[src/rtl/ch_start_sequencer.sv]
// Fires fast sampling banks one group at a time off a synchronised start pulse.
// Build option: define CH_START_TIMEOUT_EN to include the per-group watchdog and its abort path.
module ch_start_sequencer #(
  parameter int NUM_BANKS = 4,
  parameter int MODE_W    = 2,
  parameter int TO_W      = 16,
  localparam int GI_W     = (NUM_BANKS > 1) ? $clog2(NUM_BANKS) : 1
) (
  input  logic                 clk,
  input  logic                 rstn,
  input  logic                 INST_START,
  input  logic [MODE_W-1:0]    MODE,
  input  logic [NUM_BANKS-1:0] bank_done,
  input  logic [TO_W-1:0]      timeout_cycles,
  output logic [NUM_BANKS-1:0] bank_start,
  output logic                 busy,
  output logic                 seq_done,
  output logic [GI_W-1:0]      group_idx,
  output logic                 timeout_err
);

  localparam int LOG_NB = $clog2(NUM_BANKS);

  typedef enum logic [1:0] {IDLE, FIRE, WAIT, DONE} state_t;

  // log2 of the group size; modes asking for more banks than exist use all of them
  function automatic int group_log2(input logic [MODE_W-1:0] m);
    return (int'(m) > LOG_NB) ? LOG_NB : int'(m);
  endfunction

  function automatic logic [NUM_BANKS-1:0] group_mask(input logic [MODE_W-1:0] m,
                                                      input logic [GI_W-1:0]   idx);
    logic [NUM_BANKS-1:0] mask;
    int lg;
    mask = '0;
    lg   = group_log2(m);
    for (int b = 0; b < NUM_BANKS; b++) mask[b] = ((b >> lg) == int'(idx));
    return mask;
  endfunction

  function automatic logic last_group(input logic [MODE_W-1:0] m, input logic [GI_W-1:0] idx);
    return int'(idx) == ((NUM_BANKS >> group_log2(m)) - 1);
  endfunction

  state_t               state_q, state_d;
  logic [2:0]           sync_q;
  logic                 edge_q;
  logic [MODE_W-1:0]    mode_q, mode_d;
  logic [GI_W-1:0]      group_d;
  logic [NUM_BANKS-1:0] mask_q, mask_d, cur_mask, bank_start_d;
  logic                 err_d;
  logic                 expire;

  // Two flops for metastability, the third holds the previous level for edge detection.
  // NOTE: state registers use non-blocking assignments so every flop samples pre-edge values.
  always_ff @(posedge clk or negedge rstn) begin
    if (!rstn) begin
      sync_q <= '0;
      edge_q <= 1'b0;
    end else begin
      sync_q <= {sync_q[1:0], INST_START};
      edge_q <= sync_q[1] & ~sync_q[2];
    end
  end

`ifdef CH_START_TIMEOUT_EN
  logic [TO_W-1:0] wd_q;

  // Holds the number of cycles since FIRE, counting FIRE and the current cycle.
  always_ff @(posedge clk or negedge rstn) begin
    if (!rstn) begin
      wd_q <= '0;
    end else if (state_q == FIRE) begin
      wd_q <= TO_W'(2);
    end else if (state_q == WAIT && wd_q != '1) begin
      wd_q <= wd_q + TO_W'(1);
    end
  end

  assign expire = (timeout_cycles != '0) && (wd_q >= timeout_cycles);
`else
  logic unused_timeout;
  assign unused_timeout = ^timeout_cycles;
  assign expire         = 1'b0;
`endif

  // NOTE: every variable gets a default before the case so no latch is inferred.
  always_comb begin
    state_d  = state_q;
    mode_d   = mode_q;
    group_d  = group_idx;
    err_d    = timeout_err;
    mask_d   = '0;
    cur_mask = group_mask(mode_q, group_idx);
    case (state_q)
      IDLE: begin
        if (edge_q) begin
          state_d = FIRE;
          mode_d  = MODE;
          group_d = '0;
          err_d   = 1'b0;
        end
      end
      FIRE: begin
        mask_d  = bank_done & cur_mask;
        state_d = WAIT;
      end
      WAIT: begin
        mask_d = mask_q | (bank_done & cur_mask);
        if (mask_q == cur_mask) begin
          if (last_group(mode_q, group_idx)) begin
            state_d = DONE;
          end else begin
            group_d = group_idx + GI_W'(1);
            state_d = FIRE;
          end
        end else if (expire) begin
          err_d   = 1'b1;
          state_d = DONE;
        end
      end
      DONE:    state_d = IDLE;
      default: state_d = IDLE;
    endcase
    // Outputs are decoded from the next state so they line up with it when registered.
    bank_start_d = (state_d == FIRE) ? group_mask(mode_d, group_d) : '0;
  end

  always_ff @(posedge clk or negedge rstn) begin
    if (!rstn) begin
      state_q     <= IDLE;
      mode_q      <= '0;
      group_idx   <= '0;
      mask_q      <= '0;
      timeout_err <= 1'b0;
      bank_start  <= '0;
      busy        <= 1'b0;
      seq_done    <= 1'b0;
    end else begin
      state_q     <= state_d;
      mode_q      <= mode_d;
      group_idx   <= group_d;
      mask_q      <= mask_d;
      timeout_err <= err_d;
      bank_start  <= bank_start_d;
      busy        <= (state_d != IDLE);
      seq_done    <= (state_d == DONE);
    end
  end

endmodule

[config.mk]
export PLATFORM = sky130hd
export DESIGN_NAME = ch_start_sequencer
export DESIGN_NICKNAME = d
export VERILOG_FILES = /design/src/rtl/ch_start_sequencer.sv
export SDC_FILE = /design/constraint.sdc
export NUM_CORES = 1
export LEC_CHECK = 0
export BUFFER_PORTS_ARGS = -buffer_cell sky130_fd_sc_hd__buf_4
export CORE_ASPECT_RATIO = 2
export CORE_UTILIZATION = 45
export DETAILED_ROUTE_END_ITERATION = 10
export PLACE_DENSITY_LB_ADDON = 0.2
export SKIP_CTS_REPAIR_TIMING = 1
export SYNTH_ARGS = -nofsm -noshare
export SYNTH_HDL_FRONTEND = slang
export SYNTH_SLANG_ARGS = --single-unit
[constraint.sdc]
create_clock -name clk -period 3.5 [get_ports clk]
set_input_delay 0.175 -clock clk [delete_from_list [all_inputs] [get_ports clk]]
set_output_delay 0.175 -clock clk [all_outputs]
set_load 0.01 [all_outputs]
; ---- Yosys cells after proc, flatten, opt, wreduce, memory -nomap -nowiden
; Cells that the tools add are included.
[word_totals]
latch_bits = 0
rom_bits = 0
out_inout_bits = 9
in_bits = 25
word_cells = 57
ram_bits = 0
mem_count = 0
regBits = 20
[op_classes]
n_addsub = 2
eq_ne = 15
div_mod_pow = 0
order_cmp = 2
shifts = 9
mul = 0
reduce_logical = 2
bitwise = 4
mux = 14
[op_table]
columns = op, count
row1 = $eq A32 B3 Y1, 8
row2 = $shr A1 B2 Y32 const A, 2
row3 = $shr A1 B32 Y32 const A, 2
row4 = $shr A2 B2 Y32 const A, 2
row5 = $shr A2 B32 Y32 const A, 2
row6 = $eq A3 B32 Y1, 1
row7 = $shr A3 B2 Y32 const A, 1
row8 = $sub A32 B2 Y32 const B, 1
row9 = $mux W2, 10
row10 = $pmux W2 S4, 1
row11 = $pmux W4 S2, 1
row12 = $eq A2 B2 Y1 const B, 3
row13 = $and A4 B4 Y4, 1
row14 = $eq A2 B1 Y1 const B, 2
row15 = $eq A4 B4 Y1, 1
row16 = $gt A2 B2 Y1 const B, 2
row17 = $mux W4, 1
row18 = $or A4 B4 Y4, 1
row19 = $pmux W2 S2, 1
row20 = $add A2 B1 Y2 const B, 1
row21 = $logic_not A2 Y1, 1
row22 = $reduce_bool A2 Y1, 1
row23 = $and A1 B1 Y1, 1
row24 = $not A1 Y1, 1

; ---- Longest topological paths before layout
; Gate-level depths: netlist of the first run.
[depth]
ltp_word = 10
depth_mapped = 11

; ---- Worst setup path before layout of the first run
; OpenSTA, ideal clock, no wires.
[synth_path]
path_type = flip-flop to flip-flop
from = register group_idx[0]
to = register bank_start[2]
setup_time_ps = 99
period_less_slack_ps = 2715
t_arrival_ps = 2616
required_ps = 3401
setup_slack_ps = 785
path_stages_with_launch = 10
cell_sequence = dfrtp_1 -> buf_6 -> inv_1 -> ha_1 -> xnor2_1 -> o2111ai_1 -> a2111oi_0 -> a211oi_1 -> or4_4 -> a311oi_1
[synth_between]
elab_chain_len = 6
word_cells_on_any_way = 17
cone_classes = 1 x add/sub / 8 x eq/ne / 8 x mux
[synth_lines]
columns = element, line_no
row1 = from (decl), 18  ; output logic [GI_W-1:0] group_idx,
row2 = from (signal assigned), 142  ; group_idx <= group_d;
row3 = $eq A32 B3 Y1 (tied with other cells), 37  ; for (int b = 0; b < NUM_BANKS; b++) mask[b] = ((b >> lg) == int'(idx));
row4 = $eq A4 B4 Y1 or $mux W2 (tied branches), "110, 111"
row5 = $mux W2, 110  ; if (mask_q == cur_mask) begin
row6 = $pmux W2 S2 or $pmux W2 S4 (tied branches), 95  ; case (state_q)
row7 = $eq A32 B3 Y1 or $eq A2 B1 Y1 (tied branches), "37, 126"
row8 = $mux W4 (*), 126  ; bank_start_d = (state_d == FIRE) ? group_mask(mode_d, group_d) : '0;
row9 = via bank_start_d[2], 50  ; logic [NUM_BANKS-1:0] mask_q, mask_d, cur_mask, bank_start_d;
row10 = to (signal assigned), 145  ; bank_start <= bank_start_d;
row11 = to (decl), 15  ; output logic [NUM_BANKS-1:0] bank_start,
; Mark *: on every way through the listed nets, which the timed path passes. The rest lies on a longest branch.

; ---- Worst setup path in the final report of the first run
[layout_path]
from = register mode_q[1]
to = register bank_start[2]
[layout_between]
elab_chain_len = 10
word_cells_on_any_way = 28
cone_classes = 1 x add/sub / 2 x order compare / 8 x eq/ne / 6 x shift / 11 x mux
[layout_lines]
columns = element, line_no
row1 = from (decl), 48  ; logic [MODE_W-1:0] mode_q, mode_d;
row2 = from (signal assigned), 141  ; mode_q <= mode_d;
row3 = $gt A2 B2 Y1, 28  ; return (int'(m) > LOG_NB) ? LOG_NB : int'(m);
row4 = $mux W2 (*), 28
row5 = $shr A3 B2 Y32, 42  ; return int'(idx) == ((NUM_BANKS >> group_log2(m)) - 1);
row6 = $sub A32 B2 Y32, 42
row7 = $eq A3 B32 Y1, 42
row8 = $mux W2, 111  ; if (last_group(mode_q, group_idx)) begin
row9 = $mux W2 (*), 110
row10 = $pmux W2 S2 (*), 95
row11 = via group_d[0], 49  ; logic [GI_W-1:0] group_d;
row12 = $eq A32 B3 Y1 (*), 37
row13 = $mux W4 (*), 126
row14 = via bank_start_d[2], 50
; Marked as above.

==> flow_summary.ini, run 1 <==
[outcome]
status = complete, no violations

[worst_setup_path]
cp.arrival_ns = 3.10
worstReg2RegStart = mode_q[1]
r2r_end = bank_start[2]
end_kind = register
r2r_cells = 8
reg2reg_slack_ns = 0.55
worstSetupPathType = reg -> reg
worstPathRequired_ns = 3.65
start_kind = register
cp_max_fo = 11

[clock_network]
clock_path_buffers = 2
clk_pin_slew_ns = 0.07
numCtsBuffers = 3
clock_latency_ns = 0.26
root_buffer = clkbuf_8
cts_tree = done
clock_sinks = 20
htree_levels = 1

[finish]
mostFrequentLayoutCells = 20 x dfrtp_1, 18 x buf_4, 11 x inv_1
antennaDiodeCount = 0
final_cells = 162
syn2layout_area_growth_pct = 15.5
drive_gt1_frac = 0.261
layout_commonest_cell = dfrtp_1
nets = 164

[yosys]
synthAdderAreaFrac = 0.0411
synthMuxAreaShare = 0.0175
synth_top_area_frac = 0.411
ys_seq_elements = 20
yosys_warnings = 0
netlist_area_mm2 = 0.00122
syn_nets = 145
synthDistinctLibCells = 52
ys_seq_area_frac = 0.411
synth_compound_area_frac = 0.224
syn_area_per_cell_um2 = 10.5
synth_top_family_by_area = compound AO/OA/AOI/OAI gates
syn_inst = 116
synth_xor_area_frac = 0.0216
synth.area.top_cells = dfrtp_1 41%, ha_1 4.1%, inv_1 3.4%
synthSimpleGateAreaFrac = 0.207
synth_top_area_cell = dfrtp_1

[timing]
rsz0062_at_grt = false
final_max_slew_viol_count = 0
finalHoldViolCount = 0
skew_ns = 0.00418
fmax_mhz = 338
tns_ns = 0
worst_pin_slew_ns = 0.569
finalSetupViolCount = 0
layout_min_cycle_time_ns = 2.95
period_share = 0.844
max_slew_margin = 0.620

[place]
dpl.cell_count = 157
place.port_buffers = 16
dp_hpwl_um = 2110
place_congestion = 0.848

[global_routing]
grt_remaining_overflow = 0
grt_pass1_wl_um = 4440
grt_pass1_vias = 975
grt_max_degree = 21
antenna_found_initial = 0
grtUsageTotal = 0.218

[power_and_ir_drop]
p_leak_uw = 0.000630
powerDensity_mw_per_mm2 = 736
vdd_drop_max_mv = 0.342

[floorplanning]
die-area_mm2 = 0.00293
coreArea_mm2 = 0.00257
rows = 26
die_w_um = 38.8
dieHeight_um = 75.6
io-pin-count = 34
start_util = 0.474

[job]
drv_cap = 0

[detailed_routing]
drtIter0Drc = 19
num_vias = 978
antenna_left = 0
wl_per_cell_um = 16.7
via_per_inst = 6.04
dr.pass1.iters = 4
wirelength_um = 2700
drc = 0

[worst_hold_path]
min-delay-start = INST_START
holdPathEnd = sync_q[0]
min_path_cells = 1
hold_class = in -> reg
[per-layer routing]
metal  global-route usage  wire (um)  share of wire
met1                0.235       1040           0.39
met2                0.383       1470           0.54
met3               0.0262         66          0.024
met4                0.134        122          0.045
met5                    0          0              0
[synthesized netlist by cell type, drive strengths merged]
master and number:
and2 1, o311ai 1, nor2b 2, o21a 2
o22ai 2, a211oi 2, o2111a 1, or4 1
mux2 1, o31ai 1, ha 4, o22a 1
a21boi 3, dfrtp 20, nor3 1, xnor2 3
buf 5, nand3 2, or3 3, a2bb2oi 1
o2111ai 1, o31a 2, nor2 6, nand4bb 2
a311oi 3, mux2i 1, nor3b 2, nand4 1
nor4b 2, o21ai 4, a31oi 1, nor4 3
conb 1, o21ba 1, o311a 1, a2111oi 1
inv 12, or2 1, nand2b 1, nand2 7
a21oi 2, and4bb 1, or3b 1, o211ai 2
[worst max-delay path by stage]
stage,depth (start not counted),to,from
2_1_floorplan,9,bank_start[2],group_idx[0]
3_3_place_gp,10,bank_start[2],group_idx[1]
3_5_place_dp,8,bank_start[2],mode_q[1]
4_1_cts,8,bank_start[2],mode_q[1]
5_1_grt,10,bank_start[2],group_idx[1]
6_report,8,bank_start[2],mode_q[1]
[per-stage QoR]
step	util	power, uW	setup WS [ns]	hold WS, ns	instance area [um2]
final	0.547	1030	0.545	0.0235	1410
after global routing	0.547	1110	0.290	0.0165	1410
after CTS	0.543	1040	0.542	-0.214	1400
after detailed placement	0.522	860	0.580	0.0640	1340
after global placement	0.522	838	0.695	0.0596	1340
after floorplan	-	741	0.785	-0.121	1220
[critical path, cell delays in order (launching register included)]
cell and delay [ns]:
dfrtp_1 0.54, and4bb_1 0.31, nor4_2 0.40, or2_1 0.18, nor2_1 0.05, a211oi_1 0.46
inv_1 0.19, or3_1 0.40, a311oi_1 0.31
[logic make-up (layout without fill, tap and decap cells)]
| group | Yosys count | in the layout |
|---|---|---|
| buf+inv | 17 | 35 |
| fa+ha+maj | 4 | 4 |
| compound gates | 32 | 32 |
| xor+xnor | 3 | 3 |
| simple gates | 37 | 37 |
| mux | 2 | 2 |
| flops | 20 | 20 |
| other cells | 1 | 1 |
[power breakdown]
| group | total [uW] | switching (uW) | leakage [uW] | internal (uW) |
|---|---|---|---|---|
| sequential | 346 | 58.0 | 0.000260 | 288 |
| combinational | 515 | 294 | 0.000341 | 221 |
| clock | 173 | 73.2 | 0.0000288 | 100 |
[cell type report]
cell class / instances / area (um2)
Fill cell: 235 / 1160
Sequential cell: 20 / 500
Timing Repair Buffer: 19 / 145
Tap cell: 28 / 35.0
Multi-Input combinational cell: 79 / 626
Clock buffer: 4 / 55.1
Inverter: 12 / 45.0
[sequential cells by signal (all words and copies together), names as in the netlist]
register,count
busy,1
mask_q,4
bank_start,4
group_idx,2
edge_q,1
seq_done,1
state_q,2
sync_q,3
mode_q,2
(Power assumes the default switching activity.)
==> run 2: changes to the inputs <==
Clock period 3.5 ns to 2.6 ns, I/O delays scaled along.
==> run 2 against run 1 <==
  * Routed wire length rose by 11%
  * Power rose by 57%
  * First-iteration DRC count is the same
  * Sequential share of layout area is 5.1 points lower
  * Combinational power increased by 81%
  * The flow now finishes with violations (negative setup slack)
  * Fmax is 10% higher
  * Clock power increased by 17%
  * Via count grew 8.1%
  * Utilization up 9.4 points
  * Critical path depth increased by 3
  * Count of clock-buffer cells in the layout unchanged
==> flow_summary.ini, run 2 (same netlist as run 1, synthesis figures left out) <==
[outcome]
status = complete, but fails checks
violations = negative setup slack

[global_routing]
grt_pass1_wl_um = 4620
antenna_found_initial = 0
grt_remaining_overflow = 0
grt_pass1_vias = 1050
grtUsageTotal = 0.225
grt_max_degree = 21

[worst_setup_path]
reg2reg_slack_ns = -0.09
worstPathRequired_ns = 2.76
worstSetupPathType = reg -> reg
cp_cell_sequence = inv_1 > ha_2 > xnor2_2 > buf_4 > o311ai_4 > a2bb2oi_2 > a211oi_1 > a311oi_4 > inv_2 > or4_4 > a311oi_2
r2r_cells = 11
cp_slowest_stage_delay_ns = 0.54
worstReg2RegStart = group_idx[0]
cp_top_family = compound AO/OA/AOI/OAI gates
end_kind = register
cp.arrival_ns = 2.84
critPathBufInv = 3
cp_max_fo = 5
slowest_stage = or4_4
r2r_end = bank_start[2]
start_kind = register

[floorplanning]
io-pin-count = 34
die-area_mm2 = 0.00293
rows = 26
start_util = 0.474
dieHeight_um = 75.6
die_w_um = 38.8
coreArea_mm2 = 0.00257

[timing]
final_max_slew_viol_count = 0
period_share = 1.03
finalWorstSetupSlack_ns = -0.0853
fmax_mhz = 372
finalSetupViolCount = 2
rsz0062_at_grt = true
skew_ns = 0.00733
finalHoldViolCount = 0
layout_min_cycle_time_ns = 2.69

[detailed_routing]
dr.pass1.iters = 4
top_layer_used = met4
wl_met3_um = 55
antenna_left = 0
met2_length_um = 1720
wl_per_cell_um = 16.5
drtIter0Drc = 19
drc = 0
via_per_inst = 5.81
wirelength_um = 3010
wl_met1_um = 1140
num_vias = 1057

[finish]
layout_commonest_cell = buf_4
reg_top3 = bank_start x4, mask_q x4, sync_q x3
utilization = 0.641
syn2layout_area_growth_pct = 35.4
antennaDiodeCount = 0
drive_gt1_frac = 0.429
mostFrequentLayoutCells = 37 x buf_4, 18 x dfrtp_1, 11 x inv_1
nets = 184

[place]
place.port_buffers = 16
pre_cts_ws_ns = -0.246
dp_hpwl_um = 2230
place_congestion = 0.865

[worst_hold_path]
holdPathEnd = mode_q[0]
min_path_cells = 3
min-delay-start = MODE[0]
hold_class = in -> reg

[power_and_ir_drop]
vdd_drop_max_mv = 0.672
p_leak_uw = 0.000737
total_power_uw = 1620
powerDensity_mw_per_mm2 = 984

[clock_network]
clk_pin_slew_ns = 0.07
clock_latency_ns = 0.25
root_buffer = clkbuf_8
htree_levels = 1
clock_sinks = 20
numCtsBuffers = 3
clock_path_buffers = 2
cts_tree = done

[job]
drv_cap = 0
## run 2: metrics by stage
stage	hold slack [ns]	setup TNS [ns]	std cells	cell area, um2
3_3_place_gp	0.0144	-0.113	175	1490
6_report	0.142	-0.155	182	1650
4_1_cts	-0.255	-0.615	179	1530
2_1_floorplan	-0.166	0	116	1230
5_1_grt	0.175	-0.381	182	1650
3_5_place_dp	0.0194	-0.458	175	1490
## run 2: worst reg2reg max path, stage by stage (launching register included)
cell and delay [ns]:
dfrtp_2 0.42, inv_1 0.06, ha_2 0.20, xnor2_2 0.22, buf_4 0.17, o311ai_4 0.11
a2bb2oi_2 0.16, a211oi_1 0.12, a311oi_4 0.29, inv_2 0.07, or4_4 0.54, a311oi_2 0.23
## run 2: worst max path at each step
stage / startpoint / to / slack (ns) / depth (start not counted)
after floorplan: group_idx[1] / bank_start[2] / 0.02 / 11
after global placement: group_idx[0] / bank_start[3] / -0.06 / 9
after detailed placement: group_idx[0] / bank_start[2] / -0.25 / 9
after CTS: group_idx[0] / bank_start[2] / -0.29 / 9
after global routing: group_idx[1] / bank_start[2] / -0.20 / 11
final: group_idx[0] / bank_start[2] / -0.09 / 11
## run 2: where the power goes
part           leakage [uW]  switching (uW)  internal (uW)  total, uW
Clock             0.0000228            93.7            109        203
Sequential         0.000258            93.7            391        485
Combinational      0.000457             493            441        934
Total              0.000737             680            941       1620
## run 2: area by class of cell
cell class / count / area (um2)
Clock buffer: 4 / 45.0
Tap cell: 28 / 35.0
Sequential cell: 20 / 503
Timing Repair Buffer: 39 / 298
Inverter: 12 / 45.0
Fill cell: 214 / 922
Multi-Input combinational cell: 79 / 722
## run 2: per-layer routing
layer	track usage	vias to the layer above
li1	-	502
met1	0.233	527
met2	0.424	19
met3	0.0233	9
met4	0.107	0
met5	0	-
==> run 3: changes to the inputs <==
--- a/config.mk
+++ b/config.mk
@@ -8,4 +8,6 @@
 export BUFFER_PORTS_ARGS = -buffer_cell sky130_fd_sc_hd__buf_4
+export CELL_PAD_IN_SITES_DETAIL_PLACEMENT = 1
+export CELL_PAD_IN_SITES_GLOBAL_PLACEMENT = 1
 export CORE_ASPECT_RATIO = 2
-export CORE_UTILIZATION = 45
+export CORE_UTILIZATION = 35
 export DETAILED_ROUTE_END_ITERATION = 10
--- a/constraint.sdc
+++ b/constraint.sdc
@@ -3,2 +3,2 @@
 set_output_delay 0.13 -clock clk [all_outputs]
-set_load 0.01 [all_outputs]
+set_load 0.005 [all_outputs]
==> run 3 against run 2 <==
  * The flow still finishes with violations (negative setup slack)
  * Clock skew is 0.0037 ns higher
  * Sequential share of layout area is 1.8 points lower
  * Global-route usage is 3.4 points lower
  * Largest cell class unchanged
  * Highest routed layer unchanged
==> flow_summary.ini, run 3 (same netlist as run 1, synthesis figures left out) <==
[finish]
mostFrequentLayoutCells = 43 x buf_4, 17 x dfrtp_1, 10 x inv_1
syn2layout_area_growth_pct = 44.1
final_cells = 194
reg_top3 = bank_start x4, mask_q x4, sync_q x3
nets = 192
layout_commonest_cell = buf_4
antennaDiodeCount = 0
drive_gt1_frac = 0.481

[timing]
skew_ns = 0.0110
fmax_mhz = 357
final_max_slew_viol_count = 0
period_share = 1.08
finalWorstSetupSlack_ns = -0.205
layout_min_cycle_time_ns = 2.80
worst_pin_slew_ns = 0.638
rsz0062_at_grt = true
finalHoldViolCount = 0
max_slew_margin = 0.575
finalSetupViolCount = 2
tns_ns = -0.409

[clock_network]
clk_pin_slew_ns = 0.08
cts_tree = done
htree_levels = 1
numCtsBuffers = 3
clock_latency_ns = 0.26
clock_path_buffers = 2
clock_sinks = 20
root_buffer = clkbuf_8

[worst_setup_path]
cp_max_fo = 5
cp_cell_sequence = buf_6 > nor4b_4 > o31a_1 > a2bb2oi_2 > a211oi_2 > a311oi_4 > inv_2 > or4_4 > a311oi_2
start_kind = register
crit_cells = 9
cp_slowest_stage_delay_ns = 0.54
end_kind = register
cp_top_family = compound AO/OA/AOI/OAI gates
r2r_cells = 9
critPathBufInv = 2
worstSetupPathType = reg -> reg
cp.arrival_ns = 2.97
worstPathRequired_ns = 2.77
slowest_stage = or4_4

[worst_hold_path]
hold_class = in -> reg
min_path_cells = 3

[global_routing]
grt_pass1_vias = 1135
antenna_found_initial = 0
grt_pass1_wl_um = 5220
grtUsageTotal = 0.191
grt_remaining_overflow = 0
grt_max_degree = 21

[floorplanning]
io-pin-count = 34
coreArea_mm2 = 0.00334
dieHeight_um = 85.4
start_util = 0.364
rows = 30
die_w_um = 43.7
die-area_mm2 = 0.00373

[place]
dpl.cell_count = 184
place_congestion = 0.931
dp_hpwl_um = 2600
place.port_buffers = 16

[detailed_routing]
dr.pass1.iters = 4
antenna_left = 0
via_per_inst = 5.60
num_vias = 1087
wirelength_um = 3510
wl_per_cell_um = 18.1
drtIter0Drc = 17
drc = 0

[power_and_ir_drop]
total_power_uw = 1740
vdd_drop_max_mv = 0.486
p_leak_uw = 0.000770
powerDensity_mw_per_mm2 = 992

[outcome]
status = complete, but fails checks
violations = negative setup slack

[job]
drv_cap = 0
-- run 3: tightest hold or removal path: stages --
cell     delay (ns)
buf_4          0.08
mux2i_1        0.09
inv_1          0.07
-- run 3: final timing paths --
check | start | slack, ns | endpoint
hold / removal | MODE[0] | 0.13 | mode_q[0]
setup / recovery | group_idx[0] | -0.20 | bank_start[3]
max in group asynchronous | rstn | 2.09 | mode_q[1]
min in group asynchronous | rstn | 0.28 | busy
hold reg to reg | sync_q[0] | 0.36 | sync_q[1]
setup reg to reg | group_idx[0] | -0.20 | bank_start[3]
-- run 3: metal layers --
metal  global-route usage  share of wire
met2                0.357           0.60
met3               0.0149          0.011
met5                    0              0
met1                0.197           0.36
met4                0.102          0.021
-- run 3: through the flow --
step                      utilization  instance area, um2  hold slack [ns]  worst slack, ns
after floorplan                     -                1230           -0.166          0.00168
after global placement          0.457                1530           0.0180           -0.182
after detailed placement        0.457                1530           0.0242           -0.378
after CTS                       0.471                1570           -0.259           -0.400
after global routing            0.525                1750            0.156           -0.277
final                           0.525                1750            0.133           -0.205
-- run 3: power breakdown --
part / total (uW) / switching, uW / internal (uW)
Sequential: 487 / 94.2 / 393
Clock: 208 / 99.0 / 109
Combinational: 1050 / 531 / 515
-- run 3: cell type report --
class                      count  area, um2
clock buffer                   4       45.0
sequential                    20        504
fill                         380       1590
inverter                      12       45.0
tap                           32       40.0
timing repair buffer          47        359
multi-input combinational     79        761
